### config.mk
export PLATFORM = sky130hd
export DESIGN_NAME = dla_pool_window_flat
export DESIGN_NICKNAME = d
export VERILOG_FILES = /design/src/rtl/dla_pool_window_pkg.sv /design/src/rtl/dla_pool_window_if.sv /design/src/rtl/dla_pool_window_line_buf.sv /design/src/rtl/dla_pool_window.sv /design/src/flat_wrapper.sv
export SDC_FILE = /design/constraint.sdc
export NUM_CORES = 1
export LEC_CHECK = 0
export CAP_MARGIN = 25
export CORE_AREA = 2 2 288 290
export CTS_CLUSTER_DIAMETER = 40
export CTS_CLUSTER_SIZE = 14
export DETAILED_ROUTE_END_ITERATION = 10
export DIE_AREA = 0 0 290 292
export PLACE_DENSITY_LB_ADDON = 0.12
export SLEW_MARGIN = 0
export SYNTH_ARGS = -nofsm -noshare
export SYNTH_HDL_FRONTEND = slang
export SYNTH_HIERARCHICAL = 1
export SYNTH_SLANG_ARGS = --single-unit
### constraint.sdc
create_clock -name clock -period 6 [get_ports clock]
set_clock_uncertainty 0.15 [all_clocks]
set_input_delay 0.9 -clock clock [delete_from_list [all_inputs] [get_ports clock]]
set_output_delay 0.9 -clock clock [all_outputs]
set_load 0.01 [all_outputs]
### src/rtl/dla_pool_window_pkg.sv
// Shared definitions for the 2x2 pooling window generator.
//   DLA_DATA_WID : default pixel width in bits (signed two's complement)
//   pool_state_e : one-hot state encoding of the window FSM
package dla_pkg;

   localparam int DLA_DATA_WID = 16;

   typedef enum logic [3:0] {
      ST_IDLE    = 4'b0001,
      ST_ROW_TOP = 4'b0010,
      ST_ROW_BOT = 4'b0100,
      ST_DRAIN   = 4'b1000
   } pool_state_e;

endpackage

### src/rtl/dla_pool_window_if.sv
// Pixel-in / window-out stream bundle for dla_pool_window.
//   in_valid, in_data, in_ready   : raster-order pixel stream (valid/ready)
//   out_valid, out_ready          : 2x2 window handshake
//   dat_0..dat_3                  : window TL, TR, BL, BR
// master = stream producer/consumer side (bench or upstream), slave = window block.
interface dla_pool_window_if #(
   parameter int DATA_WID = dla_pkg::DLA_DATA_WID
);

   logic                in_valid;
   logic [DATA_WID-1:0] in_data;
   logic                in_ready;
   logic                out_valid;
   logic                out_ready;
   logic [DATA_WID-1:0] dat_0;
   logic [DATA_WID-1:0] dat_1;
   logic [DATA_WID-1:0] dat_2;
   logic [DATA_WID-1:0] dat_3;

   modport master (
      output in_valid, in_data, out_ready,
      input  in_ready, out_valid, dat_0, dat_1, dat_2, dat_3
   );

   modport slave (
      input  in_valid, in_data, out_ready,
      output in_ready, out_valid, dat_0, dat_1, dat_2, dat_3
   );

endinterface

### src/rtl/dla_pool_window_line_buf.sv
// dla_line_buf: one-row line buffer for the window generator.
//   clock, rst_n   : clock, async active-low reset (read register only)
//   i_wr_en/addr/data : single write port
//   i_rd_addr      : read address, sampled every cycle
//   o_rd_data      : registered read data (one cycle after i_rd_addr)
// Storage is not reset; only the output register is.
module dla_line_buf #(
   parameter int DATA_WID = 16,
   parameter int MAX_W    = 64,
   parameter int AW       = $clog2(MAX_W)
) (
   input  logic                clock,
   input  logic                rst_n,
   input  logic                i_wr_en,
   input  logic [AW-1:0]       i_wr_addr,
   input  logic [DATA_WID-1:0] i_wr_data,
   input  logic [AW-1:0]       i_rd_addr,
   output logic [DATA_WID-1:0] o_rd_data
);

   logic [DATA_WID-1:0] r_mem [MAX_W];
   logic [DATA_WID-1:0] r_rd_data;

   always_ff @(posedge clock) begin
      if (i_wr_en) begin
         r_mem[i_wr_addr] <= i_wr_data;
      end
   end

   always_ff @(posedge clock or negedge rst_n) begin
      if (!rst_n) begin
         r_rd_data <= '0;
      end else begin
         r_rd_data <= r_mem[i_rd_addr];
      end
   end

   assign o_rd_data = r_rd_data;

endmodule

### src/rtl/dla_pool_window.sv
// dla_pool_window: turns a raster pixel stream into non-overlapping 2x2
// windows for a downstream pooling unit.
//   clock, rst_n          : clock, async active-low reset
//   start                 : pulse, latches cfg_width/cfg_height in IDLE
//   cfg_width, cfg_height : frame size in pixels/rows (even, 2..MAX)
//   pix_if (slave)        : pixel stream in, window stream out
//   busy                  : frame in progress
//   frame_done            : pulse after the last window is consumed
//   cfg_err               : pulse when a start is rejected
//   win_cnt               : windows consumed this frame, saturating
//                           (present only with DLA_POOL_WINDOW_CNT_EN)
//
// state      | meaning
// IDLE       | waiting for a start with a legal configuration
// ROW_TOP    | top row of a row pair, pixels go into the line buffer
// ROW_BOT    | bottom row, each odd column completes a window
// DRAIN      | no more input, waiting for the final window to be taken
module dla_pool_window
   import dla_pkg::*;
#(
   parameter int DATA_WID = DLA_DATA_WID,
   parameter int MAX_W    = 64,
   parameter int MAX_H    = 64
) (
   input  logic                       clock,
   input  logic                       rst_n,
   input  logic                       start,
   input  logic [$clog2(MAX_W+1)-1:0] cfg_width,
   input  logic [$clog2(MAX_H+1)-1:0] cfg_height,
   dla_pool_window_if.slave           pix_if,
   output logic                       busy,
   output logic                       frame_done,
   output logic                       cfg_err
`ifdef DLA_POOL_WINDOW_CNT_EN
   ,
   output logic [15:0]                win_cnt
`endif
);

   localparam int CW = $clog2(MAX_W+1);
   localparam int HW = $clog2(MAX_H+1);
   localparam int AW = $clog2(MAX_W);

   pool_state_e         r_state;
   pool_state_e         w_state_nxt;
   logic [CW-1:0]       r_width;
   logic [CW-1:0]       r_col;
   logic [CW-1:0]       w_col_nxt;
   logic [HW-1:0]       r_pairs;
   logic [DATA_WID-1:0] r_tl;
   logic [DATA_WID-1:0] r_bl;
   logic [DATA_WID-1:0] r_dat0;
   logic [DATA_WID-1:0] r_dat1;
   logic [DATA_WID-1:0] r_dat2;
   logic [DATA_WID-1:0] r_dat3;
   logic                r_out_valid;
   logic                r_frame_done;
   logic                r_cfg_err;
   logic [DATA_WID-1:0] w_rd_data;
   logic                w_cfg_ok;
   logic                w_start_ok;
   logic                w_in_rdy;
   logic                w_acc;
   logic                w_row_end;
   logic                w_bot_end;
   logic                w_win_load;
   logic                w_out_hs;

   assign w_cfg_ok = !cfg_width[0]  && (cfg_width  >= CW'(2)) && (cfg_width  <= CW'(MAX_W)) &&
                     !cfg_height[0] && (cfg_height >= HW'(2)) && (cfg_height <= HW'(MAX_H));
   assign w_start_ok = (r_state == ST_IDLE) && start && w_cfg_ok;

   // The bottom row stalls only while a window is still waiting to be taken.
   assign w_in_rdy = (r_state == ST_ROW_TOP) ||
                     ((r_state == ST_ROW_BOT) && (!r_out_valid || pix_if.out_ready));
   assign w_acc      = pix_if.in_valid && w_in_rdy;
   assign w_row_end  = (r_col == r_width - CW'(1));
   assign w_bot_end  = (r_state == ST_ROW_BOT) && w_acc && w_row_end;
   assign w_win_load = (r_state == ST_ROW_BOT) && w_acc && r_col[0];
   assign w_out_hs   = r_out_valid && pix_if.out_ready;

   always_comb begin
      w_state_nxt = r_state;
      unique case (r_state)
         ST_IDLE: begin
            if (w_start_ok) w_state_nxt = ST_ROW_TOP;
         end
         ST_ROW_TOP: begin
            if (w_acc && w_row_end) w_state_nxt = ST_ROW_BOT;
         end
         ST_ROW_BOT: begin
            if (w_acc && w_row_end) begin
               w_state_nxt = (r_pairs == HW'(1)) ? ST_DRAIN : ST_ROW_TOP;
            end
         end
         ST_DRAIN: begin
            if (w_out_hs) w_state_nxt = ST_IDLE;
         end
         default: w_state_nxt = ST_IDLE;
      endcase
   end

   always_comb begin
      w_col_nxt = r_col;
      if (w_start_ok) begin
         w_col_nxt = '0;
      end else if (w_acc) begin
         w_col_nxt = w_row_end ? '0 : r_col + CW'(1);
      end
   end

   // Reading at the upcoming column makes the registered read data line up
   // with the column of the pixel that will be accepted next.
   dla_line_buf #(
      .DATA_WID (DATA_WID),
      .MAX_W    (MAX_W),
      .AW       (AW)
   ) u_line_buf (
      .clock     (clock),
      .rst_n     (rst_n),
      .i_wr_en   ((r_state == ST_ROW_TOP) && w_acc),
      .i_wr_addr (r_col[AW-1:0]),
      .i_wr_data (pix_if.in_data),
      .i_rd_addr (w_col_nxt[AW-1:0]),
      .o_rd_data (w_rd_data)
   );

   always_ff @(posedge clock or negedge rst_n) begin
      if (!rst_n) begin
         r_state      <= ST_IDLE;
         r_width      <= '0;
         r_col        <= '0;
         r_pairs      <= '0;
         r_tl         <= '0;
         r_bl         <= '0;
         r_dat0       <= '0;
         r_dat1       <= '0;
         r_dat2       <= '0;
         r_dat3       <= '0;
         r_out_valid  <= 1'b0;
         r_frame_done <= 1'b0;
         r_cfg_err    <= 1'b0;
      end else begin
         r_state <= w_state_nxt;
         r_col   <= w_col_nxt;
         if (w_start_ok) begin
            r_width <= cfg_width;
            r_pairs <= cfg_height >> 1;
         end else if (w_bot_end) begin
            r_pairs <= r_pairs - HW'(1);
         end
         if ((r_state == ST_ROW_BOT) && w_acc && !r_col[0]) begin
            r_bl <= pix_if.in_data;
            r_tl <= w_rd_data;
         end
         if (w_win_load) begin
            r_dat0 <= r_tl;
            r_dat1 <= w_rd_data;
            r_dat2 <= r_bl;
            r_dat3 <= pix_if.in_data;
         end
         if (w_win_load) begin
            r_out_valid <= 1'b1;
         end else if (w_out_hs) begin
            r_out_valid <= 1'b0;
         end
         r_frame_done <= (r_state == ST_DRAIN) && w_out_hs;
         r_cfg_err    <= (r_state == ST_IDLE) && start && !w_cfg_ok;
      end
   end

`ifdef DLA_POOL_WINDOW_CNT_EN
   logic [15:0] r_win_cnt;

   always_ff @(posedge clock or negedge rst_n) begin
      if (!rst_n) begin
         r_win_cnt <= '0;
      end else if (w_start_ok) begin
         r_win_cnt <= '0;
      end else if (w_out_hs && (r_win_cnt != 16'hFFFF)) begin
         r_win_cnt <= r_win_cnt + 16'd1;
      end
   end

   assign win_cnt = r_win_cnt;
`endif

   assign pix_if.in_ready  = w_in_rdy;
   assign pix_if.out_valid = r_out_valid;
   assign pix_if.dat_0     = r_dat0;
   assign pix_if.dat_1     = r_dat1;
   assign pix_if.dat_2     = r_dat2;
   assign pix_if.dat_3     = r_dat3;
   assign busy             = (r_state != ST_IDLE);
   assign frame_done       = r_frame_done;
   assign cfg_err          = r_cfg_err;

endmodule

### src/flat_wrapper.sv
// flat-port wrapper written by rule: the top's interface ports become plain ports
module dla_pool_window_flat import dla_pkg::*;
#(
   parameter int DATA_WID = DLA_DATA_WID,
   parameter int MAX_W    = 64,
   parameter int MAX_H    = 64
)
  (clock, rst_n, start, cfg_width, cfg_height, busy, frame_done, cfg_err, pix_if_in_valid, pix_if_in_data, pix_if_out_ready, pix_if_in_ready, pix_if_out_valid, pix_if_dat_0, pix_if_dat_1, pix_if_dat_2, pix_if_dat_3);
  dla_pool_window_if #(.DATA_WID(DATA_WID)) pix_if_i ();
  input  logic clock;
  input  logic rst_n;
  input  logic start;
  input  logic [$clog2(MAX_W+1)-1:0] cfg_width;
  input  logic [$clog2(MAX_H+1)-1:0] cfg_height;
  output logic busy;
  output logic frame_done;
  output logic cfg_err;
  input wire logic [$bits(pix_if_i.in_valid)-1:0] pix_if_in_valid;
  input wire logic [$bits(pix_if_i.in_data)-1:0] pix_if_in_data;
  input wire logic [$bits(pix_if_i.out_ready)-1:0] pix_if_out_ready;
  output wire logic [$bits(pix_if_i.in_ready)-1:0] pix_if_in_ready;
  output wire logic [$bits(pix_if_i.out_valid)-1:0] pix_if_out_valid;
  output wire logic [$bits(pix_if_i.dat_0)-1:0] pix_if_dat_0;
  output wire logic [$bits(pix_if_i.dat_1)-1:0] pix_if_dat_1;
  output wire logic [$bits(pix_if_i.dat_2)-1:0] pix_if_dat_2;
  output wire logic [$bits(pix_if_i.dat_3)-1:0] pix_if_dat_3;
  assign pix_if_i.in_valid = pix_if_in_valid;
  assign pix_if_i.in_data = pix_if_in_data;
  assign pix_if_i.out_ready = pix_if_out_ready;
  assign pix_if_in_ready = pix_if_i.in_ready;
  assign pix_if_out_valid = pix_if_i.out_valid;
  assign pix_if_dat_0 = pix_if_i.dat_0;
  assign pix_if_dat_1 = pix_if_i.dat_1;
  assign pix_if_dat_2 = pix_if_i.dat_2;
  assign pix_if_dat_3 = pix_if_i.dat_3;
  dla_pool_window #(.DATA_WID(DATA_WID), .MAX_W(MAX_W), .MAX_H(MAX_H)) u_core (.clock(clock), .rst_n(rst_n), .start(start), .cfg_width(cfg_width), .cfg_height(cfg_height), .pix_if(pix_if_i), .busy(busy), .frame_done(frame_done), .cfg_err(cfg_err));
endmodule
# [Yosys cells after proc, flatten, opt, wreduce, memory -nomap -nowiden]
# Memories as Yosys holds them, arrays and structs flattened. A register that Yosys moved wholly into a read port is not among the register bits.
# Index checks and enable logic that the tools add are counted.
[totals] register_bits=124 ramBits=1024 inputBits=35 out_inout_bits=69 word_cells=78 memories=1
[op_classes] addsub=3 magnitude_cmp=4 n_eq_ne=11 muxes=15 n_reduce_logical=30
[memory_table] name="u_core.u_line_buf.r_mem" depth=64 width=16 rd=1 rd_clocked_by_memory_dff=1 wr=1 line="dla_pool_window_line_buf.sv:21" text="logic [DATA_WID-1:0] r_mem [MAX_W];"
[ops] cell="$mux W7" count=5
[ops] cell="$mux W4" count=5
[ops] cell="$logic_and A1 B1 Y1" count=18
[ops] cell="$pmux W4 S4" count=1
[ops] cell="$ge A7 B2 Y1 const B" count=2
[ops] cell="$le A7 B7 Y1 const B" count=2
[ops] cell="$sub A7 B1 Y7 const B" count=2
[ops] cell="$add A7 B1 Y7 const B" count=1
[ops] cell="$eq A7 B1 Y1 const B" count=1
[ops] cell="$eq A7 B7 Y1" count=1
[ops] cell="$logic_not A1 Y1" count=6
[ops] cell="$reduce_bool A2 Y1" count=3
[ops] cell="$eq A4 B1 Y1 const B" count=1
[ops] cell="$eq A4 B2 Y1 const B" count=1
[ops] cell="$eq A4 B3 Y1 const B" count=1
[ops] cell="$eq A4 B4 Y1 const B" count=1
[ops] cell="$mux W1" count=4
[ops] cell="$ne A2 B1 Y1 const B" count=2
[ops] cell="$ne A2 B2 Y1 const B" count=2
[ops] cell="$ne A4 B1 Y1 const B" count=1
[ops] cell="$reduce_and A4 Y1" count=1
[ops] cell="$logic_or A1 B1 Y1" count=2

# [Depth between registers and ports, before layout]
# Gate-level depths: netlist (run 1).
[logic_depth] word_depth=9 mapped_depth=19 mapped_depth_nobuf=13

# [Hierarchy]
# The synthesis (run 1) kept the hierarchy.
[by_module_without_submodules] mod="dla_line_buf" n_inst=1 cells_each=1830 area_each_um2=40106.0 seq_area_each_um2=31149.9
[by_module_without_submodules] mod="dla_pool_window" n_inst=1 cells_each=382 area_each_um2=5180.0 seq_area_each_um2=3104.2

# [Worst setup path before layout (run 1)]
# No wires, ideal clock.
[synth_timing] kind="input-to-reg" startpoint="input port cfg_height[3]" endpoint="register u_core.u_line_buf.r_rd_data[10], in the netlist u_core/u_line_buf/o_rd_data[10] (read register of u_core.u_line_buf.r_mem)" setup_ns=0.120 arrival_time_ns=4.016 t_required_ns=5.730 setup_slack_ns=1.714 path_stages=18 n_path_buf=7 cell_sequence="or4_1 > nor2_1 > xnor2_1 > and4b_1 > clkbuf_1 > or2_2 > clkbuf_1 > nor2_1 > buf_6 > buf_8 > buf_6 > buf_8 > buf_6 > mux2i_1 > nand2_1 > a41oi_1 > o21ai_0 > and4_1"
[synth_between] elab_chain_cells=5 elab_cells_between_ends=6 classes_between="2 x order compare; 1 x mux; 3 x reduce/logical"
[synth_rtl] item="from (decl)" line="flat_wrapper.sv:14" text="input logic [$clog2(MAX_H+1)-1:0] cfg_height;"
[synth_rtl] item="$ge A7 B2 Y1" line="dla_pool_window.sv:70" text="!cfg_height[0] && (cfg_height >= HW'(2)) && (cfg_height <= HW'(MAX_H));"
[synth_rtl] item="$logic_and A1 B1 Y1" line="dla_pool_window.sv:70"
[synth_rtl] item="$logic_and A1 B1 Y1 *" line="dla_pool_window.sv:70"
[synth_rtl] item="$logic_and A1 B1 Y1 *" line="dla_pool_window.sv:71" text="assign w_start_ok = (r_state == ST_IDLE) && start && w_cfg_ok;"
[synth_rtl] item="$mux W7 *" line="dla_pool_window.sv:105" text="if (w_start_ok) begin"
[synth_rtl] item="net u_core.w_col_nxt[0]" line="dla_pool_window.sv:48" text="logic [CW-1:0] w_col_nxt;"
[synth_rtl] item="to (decl)" line="dla_pool_window_line_buf.sv:22" text="logic [DATA_WID-1:0] r_rd_data;"
# Mark *: on every way through the listed nets, which the timed path passes. The rest lies on a longest branch.
# A chain may end at the register's enable or synchronous reset.

# [Final worst setup path (run 1)]
[layout_timing] startpoint="input port cfg_height[3]" endpoint="register u_core.u_line_buf.r_rd_data[14], in the netlist u_core/u_line_buf/o_rd_data[14] (read register of u_core.u_line_buf.r_mem)"
# The elaborated chain is that of the path after synthesis.

==> results_dict.tcl, run 1 <==
set metrics [dict create \
    die-area_um2 84700 \
    power.total_mw 19.9 \
    final_common_cell "edfxtp_1" \
    rsz0062_at_grt "false" \
    worstMarginPinSlew_ns 1.08 \
    grt_pass1_wl_um 162000 \
    hold_ws_ns 0.125 \
    synth-edff-count 1024 \
    ys_ff_latch 1164 \
    hold_buffers 0 \
    insertion_delay_ns 0.74 \
    layout.cells.non_filler 3695 \
    via_per_inst 6.29 \
    synth_fp_nets 2251 \
    max_freq_ghz 0.196 \
    grt-ovfl-total 0 \
    startpoint "cfg_height[3]" \
    drv_cap 0 \
    cts-root-buf "clkbuf_16" \
    dp_cells 3434 \
    place_ws_ns 0.197 \
    worstSetupPathType "input pin to flip-flop" \
    syn_inst 2212 \
    routed_wl_um 110000 \
    clockBufferDepth 3 \
    drtIter0Drc 2314 \
    power_density_nw_per_um2 374 \
    nNetsFinal 2548 \
    period_share_pct 85.0 \
    cts_tree "done" \
    die_width_um 290 \
    cts_setup_buffers 0 \
    gp_congestion 0.831 \
    postPlaceCellArea_um2 48300 \
    cts.repair.resized 0 \
    rows 105 \
    dr.pass1.iters 5 \
    grt_usage_pct 26.5 \
    leakagePower_nw 17.7 \
    ant_nets 0 \
    wl_per_cell_um 29.8 \
    worst_ir_drop_vdd_uv 336 \
    crit_required_ns 6.45 \
    cts_sinks 1164 \
    worstPathArrival_ns 5.55 \
    cp-end-kind "flip-flop" \
    async_reset_ff_share_pct 12.0 \
    yosysSeqAreaShare_pct 75.6 \
    drive_gt1_share_pct 30.2 \
    setup_violations 0 \
    yosys_warnings 6 \
    first_global_vias 23537 \
    p_switching_mw 4.85 \
    outcome "finished, final reports clean" \
    synth_area_um2 45300 \
    dp_hpwl_um 65300 \
    slew_viol_final 0 \
    power.clock.fraction_pct 42.9 \
    synth_ff_type "edfxtp_1" \
    p_sw_share_pct 24.4 \
    die_h_um 292 \
    finalHoldViolations 0 \
    clk_pin_slew_worst_paths_ns 0.05 \
    route.detailed.drc 0 \
    reg2reg_from "u_core/r_col[5]" \
    vias 23258 \
    min_path_type "input pin to async pin" \
    slew_headroom_pct 27.5 \
    power.internal_mw 15.0 \
    start_kind "input pin" \
    core_area_um2 81600 \
    port_buffers 103 \
    ios 104 \
    start_util_pct 55.5 \
    fin_area_um2 53100 \
    grt_antenna_before_repair 2 \
    final_cell_mix "edfxtp_1, mux4_2, buf_4" \
    setup-tns-final_ns 0 \
    power_frac_seq_pct 45.4 \
    setup_slack_ns 0.902 \
    grt_max_degree 88 \
    final_util_pct 65.1 \
    min_period_ns 5.10 \
    nFillCells 5362 \
    power_frac_comb_pct 11.7 \
    crit_fanout 19 \
    syn_avg_cell_area_um2 20.5 \
    synth_cell_type_count 61 \
    cts_buffers 141 \
    htree_num_levels 4 \
    syn_to_final_growth_pct 17.4 \
]
-- logic make-up (layout without fill, tap and decap cells) --
logic type	after synthesis	after routing	share of synthesized area [%]
other cells	0	4	0
mux	440	440	16.3
compound gates	153	153	2.46
fa+ha+maj	4	4	0.111
flops	1164	1164	75.6
xor+xnor	20	20	0.387
buf+inv	130	539	1.79
simple gates	301	301	3.27
-- cell type report --
type | instances | area (um^2) | area share, %
Sequential cell | 1164 | 34300 | 64.5
Multi-Input combinational cell | 918 | 10300 | 19.4
Clock buffer | 158 | 3720 | 7.00
Timing Repair Buffer | 276 | 2430 | 4.58
Tap cell | 1070 | 1340 | 2.52
Clock inverter | 97 | 1070 | 2.02
Inverter | 8 | 30.0 | 0.0565
Antenna cell | 4 | 10.0 | 0.0188
-- critical path: stages --
cell and delay, ns:
clkdlybuf4s50_1 0.41, or4_1 0.53, nor2_1 0.15, xnor2_1 0.11, and4b_1 0.24, or2_2 0.43
nor2_4 0.54, buf_4 0.52, buf_4 0.26, mux4_2 0.50, mux2_2 0.27, nand2_1 0.09
nand4_1 0.29, and4_1 0.28
-- registers in the layout (all words and copies together) (netlist names) --
register                     cells
u_core/u_line_buf/r_mem       1024
u_core/pix_if.dat_0             16
u_core/pix_if.dat_1             16
u_core/pix_if.dat_2             16
u_core/pix_if.dat_3             16
u_core/r_bl                     16
u_core/r_tl                     16
u_core/u_line_buf/o_rd_data     16
u_core/r_col                     7
u_core/r_pairs                   7
u_core/r_width                   7
u_core/r_state                   4
u_core/cfg_err                   1
u_core/frame_done                1
u_core/pix_if.out_valid          1
-- cells in the mapped netlist, types with 11 or more instances --
cell type	instances	area [um^2]
o21ai_0	13	65.1
nor2_1	90	338
mux2i_1	87	871
buf_2	44	220
nor4_1	11	68.8
a22oi_1	39	293
clkbuf_1	40	150
a31oi_1	12	75.1
mux4_2	215	4840
edfxtp_1	1024	30700
nand2_1	78	293
nor2b_1	34	213
dfrtp_1	139	3480
mux2_2	129	1450
buf_6	15	169
xnor2_1	15	131
buf_4	11	82.6
nand3_1	31	155
nand4_1	11	68.8
a21oi_1	22	110
a221oi_1	16	140
-- power by group through the flow --
stage                     Combinational, mW  Clock (mW)  Sequential, mW
after global placement                 2.31           0            9.17
after detailed placement               2.34           0            9.17
after floorplan                        1.57           0            9.10
after CTS                              2.35        8.67            9.01
final                                  2.33        8.53            9.01
after global routing                   2.47        9.00            9.02
-- path summary, 6_finish.rpt --
| check | slack (ns) | depth (start not counted) | to |
|---|---|---|---|
| min reg2reg | 0.33 | 1 | u_core/r_pairs[4] |
| min | 0.12 | 1 | u_core/r_pairs[6] |
| max reg2reg | 0.91 | 12 | u_core/u_line_buf/o_rd_data[14] |
| max in group asynchronous | 4.35 | 2 | u_core/pix_if.dat_2[13] |
| max | 0.90 | 14 | u_core/u_line_buf/o_rd_data[14] |
| min in group clock | 0.33 | 1 | u_core/r_pairs[4] |
-- per-layer routing --
| metal | wire length, um | up-vias | GRT usage (%) |
|---|---|---|---|
| li1 | - | 9683 | - |
| met1 | 45700 | 12419 | 37.9 |
| met2 | 53400 | 986 | 42.2 |
| met3 | 7970 | 170 | 4.69 |
| met4 | 2900 | 0 | 8.22 |
| met5 | 0 | - | 0 |
(Power assumes the default switching activity.)
==> run 2: changes to the inputs <==
- clock period: 6 -> 4.6 ns (I/O delays scaled with it)
==> results_dict.tcl, run 2 (synthesis results as in run 1) <==
set metrics [dict create \
    ff2ff_setup_slack_ns 0.23 \
    clockBufferDepth 3 \
    drtIter0Drc 2696 \
    die_h_um 292 \
    min_period_ns 4.37 \
    hold_ws_ns 0.129 \
    max_freq_ghz 0.229 \
    syn_to_final_growth_pct 20.3 \
    cts_sinks 1164 \
    cp_cell_sequence "inv_1 > ha_1 > or3_1 > a31o_1 > nor4_1 > or2_2 > buf_4 > nor2_4 > buf_12 > buf_4 > buf_12 > nor2b_1 > a211oi_1 > a221oi_1 > a221oi_1 > buf_4 > a311oi_1" \
    power_frac_seq_pct 44.5 \
    nFillCells 5281 \
    hold_path_depth 1 \
    final_cell_mix "edfxtp_1, buf_4, mux4_2" \
    min_path_type "input pin to flip-flop" \
    worst-path-buf-inv 6 \
    cts_tree "done" \
    route.detailed.drc 0 \
    start_kind "flip-flop" \
    die_width_um 290 \
    grt_antenna_before_repair 6 \
    slew_headroom_pct 33.7 \
    clk_pin_slew_worst_paths_ns 0.06 \
    die-area_um2 84700 \
    crit_cells 17 \
    nNetsFinal 2681 \
    max_stage_delay_ns 0.54 \
    crit_slowest_cell "a221oi_1" \
    cts-root-buf "clkbuf_16" \
    gp_congestion 0.898 \
    wl_per_cell_um 29.0 \
    power.internal_mw 19.9 \
    crit_fanout 30 \
    core_area_um2 81600 \
    slew_viol_final 0 \
    htree_num_levels 4 \
    period_share_pct 95.1 \
    leakagePower_nw 18.5 \
    ios 104 \
    start_util_pct 55.5 \
    crit_top_cell "buf_4" \
    diodes 0 \
    critPathTopFamily "compound AO/OA/AOI/OAI gates" \
    power_frac_comb_pct 12.9 \
    worstMarginPinSlew_ns 0.991 \
    dr.pass1.iters 7 \
    cts_setup_buffers 0 \
    grt_max_degree 90 \
    first_global_vias 24176 \
    p_sw_share_pct 24.5 \
    largest_register_ffs 1024 \
    worstPathArrival_ns 4.83 \
    routed_wl_um 111000 \
    drv_cap 0 \
    final_common_cell "edfxtp_1" \
    dp_hpwl_um 72600 \
    rr_worst_depth 17 \
    rows 105 \
    power.clock.fraction_pct 42.7 \
    grt-ovfl-total 0 \
    cts_buffers 142 \
    power_density_nw_per_um2 485 \
    fin_area_um2 54500 \
    insertion_delay_ns 0.74 \
    rsz0062_at_grt "false" \
    via_per_inst 6.20 \
    worst_ir_drop_vdd_uv 409 \
    crit_required_ns 5.06 \
    vias 23742 \
    worstSetupPathType "flip-flop to flip-flop" \
    grt_pass1_wl_um 164000 \
    drive_gt1_share_pct 33.6 \
    finalHoldViolations 0 \
    top_register "u_core/u_line_buf/r_mem" \
    cp-end-kind "flip-flop" \
    outcome "finished, final reports clean" \
    p_switching_mw 6.47 \
    port_buffers 103 \
    postPlaceCellArea_um2 49500 \
    setup_violations 0 \
    ant_nets 0 \
    grt_usage_pct 26.7 \
]
## run 2: changes by cell type in the layout (fill, tap and decap cells not counted), sizes merged
cell         previous run  this run
buf                   190       321
clkinvlp                9        14
diode                   4         0
clkinv                 47        44
clkbuf                158       159
dlygate4sd3             0         1
inv                    37        38
## run 2: worst register-to-register path: cells and delay by family (launching register included)
| kind | cells | cell delay (ns) |
|---|---|---|
| buffers and inverters | 6 | 0.97 |
| AND/OR/NAND/NOR | 5 | 1.20 |
| AO/OA/AOI/OAI | 5 | 1.32 |
| flip-flops | 1 | 0.39 |
| adder cells (fa/ha/maj) | 1 | 0.24 |
## run 2: final cells by class
class | count | area [um^2] | area share (%)
Multi-Input combinational cell | 918 | 10300 | 18.9
Clock inverter | 100 | 1150 | 2.11
Sequential cell | 1164 | 34300 | 62.9
Tap cell | 1070 | 1340 | 2.46
Inverter | 8 | 30.0 | 0.0551
Clock buffer | 159 | 3730 | 6.85
Timing Repair Buffer | 408 | 3660 | 6.73
## run 2: worst paths after layout
path,to,from
worst min register to register,u_core/r_pairs[4],u_core/r_pairs[4]
worst max-delay path,u_core/u_line_buf/o_rd_data[9],u_core/r_width[0]
worst min-delay path,u_core/u_line_buf/r_mem[30][4],pix_if_in_data[4]
worst max register to register,u_core/u_line_buf/o_rd_data[9],u_core/r_width[0]
max in group asynchronous,u_core/u_line_buf/o_rd_data[7],rst_n
min in group asynchronous,u_core/r_state[3],rst_n
## run 2: per-stage QoR
step	TNS, ns	util [%]	setup slack (ns)	total power [mW]	instances
global placement	-4.85	60.7	-0.556	15.3	3565
global route	0	66.8	0.0142	27.2	3827
finish	0	66.8	0.227	26.4	3827
detailed placement	-4.94	60.7	-0.589	15.3	3566
floorplan	0	-	0.524	13.9	2212
CTS	0	66.7	0.0581	26.6	3826
## run 2: layer usage
metal | track usage (%) | up-vias | routed length (um)
met5 | 0 | - | 20
met4 | 8.31 | 2 | 2890
met3 | 5.46 | 168 | 8620
met2 | 43.2 | 1041 | 54300
met1 | 37.3 | 12576 | 45200
li1 | - | 9955 | -
## run 2: power groups by stage
stage	logic, mW	registers (mW)	clock network (mW)
2_1_floorplan	2.04	11.9	0
3_3_place_gp	3.34	11.9	0
3_5_place_dp	3.39	12.0	0
4_1_cts	3.41	11.7	11.4
5_1_grt	3.61	11.7	11.9
6_report	3.40	11.7	11.3
## run 2: timing repair
| item | CTS | global route |
|---|---|---|
| endpoints found under the hold margin | 86 | 0 |
| endpoints found under the setup margin | 0 | 2 |
| resized for setup | 0 | 3 |
| hold buffers | 1 | 0 |
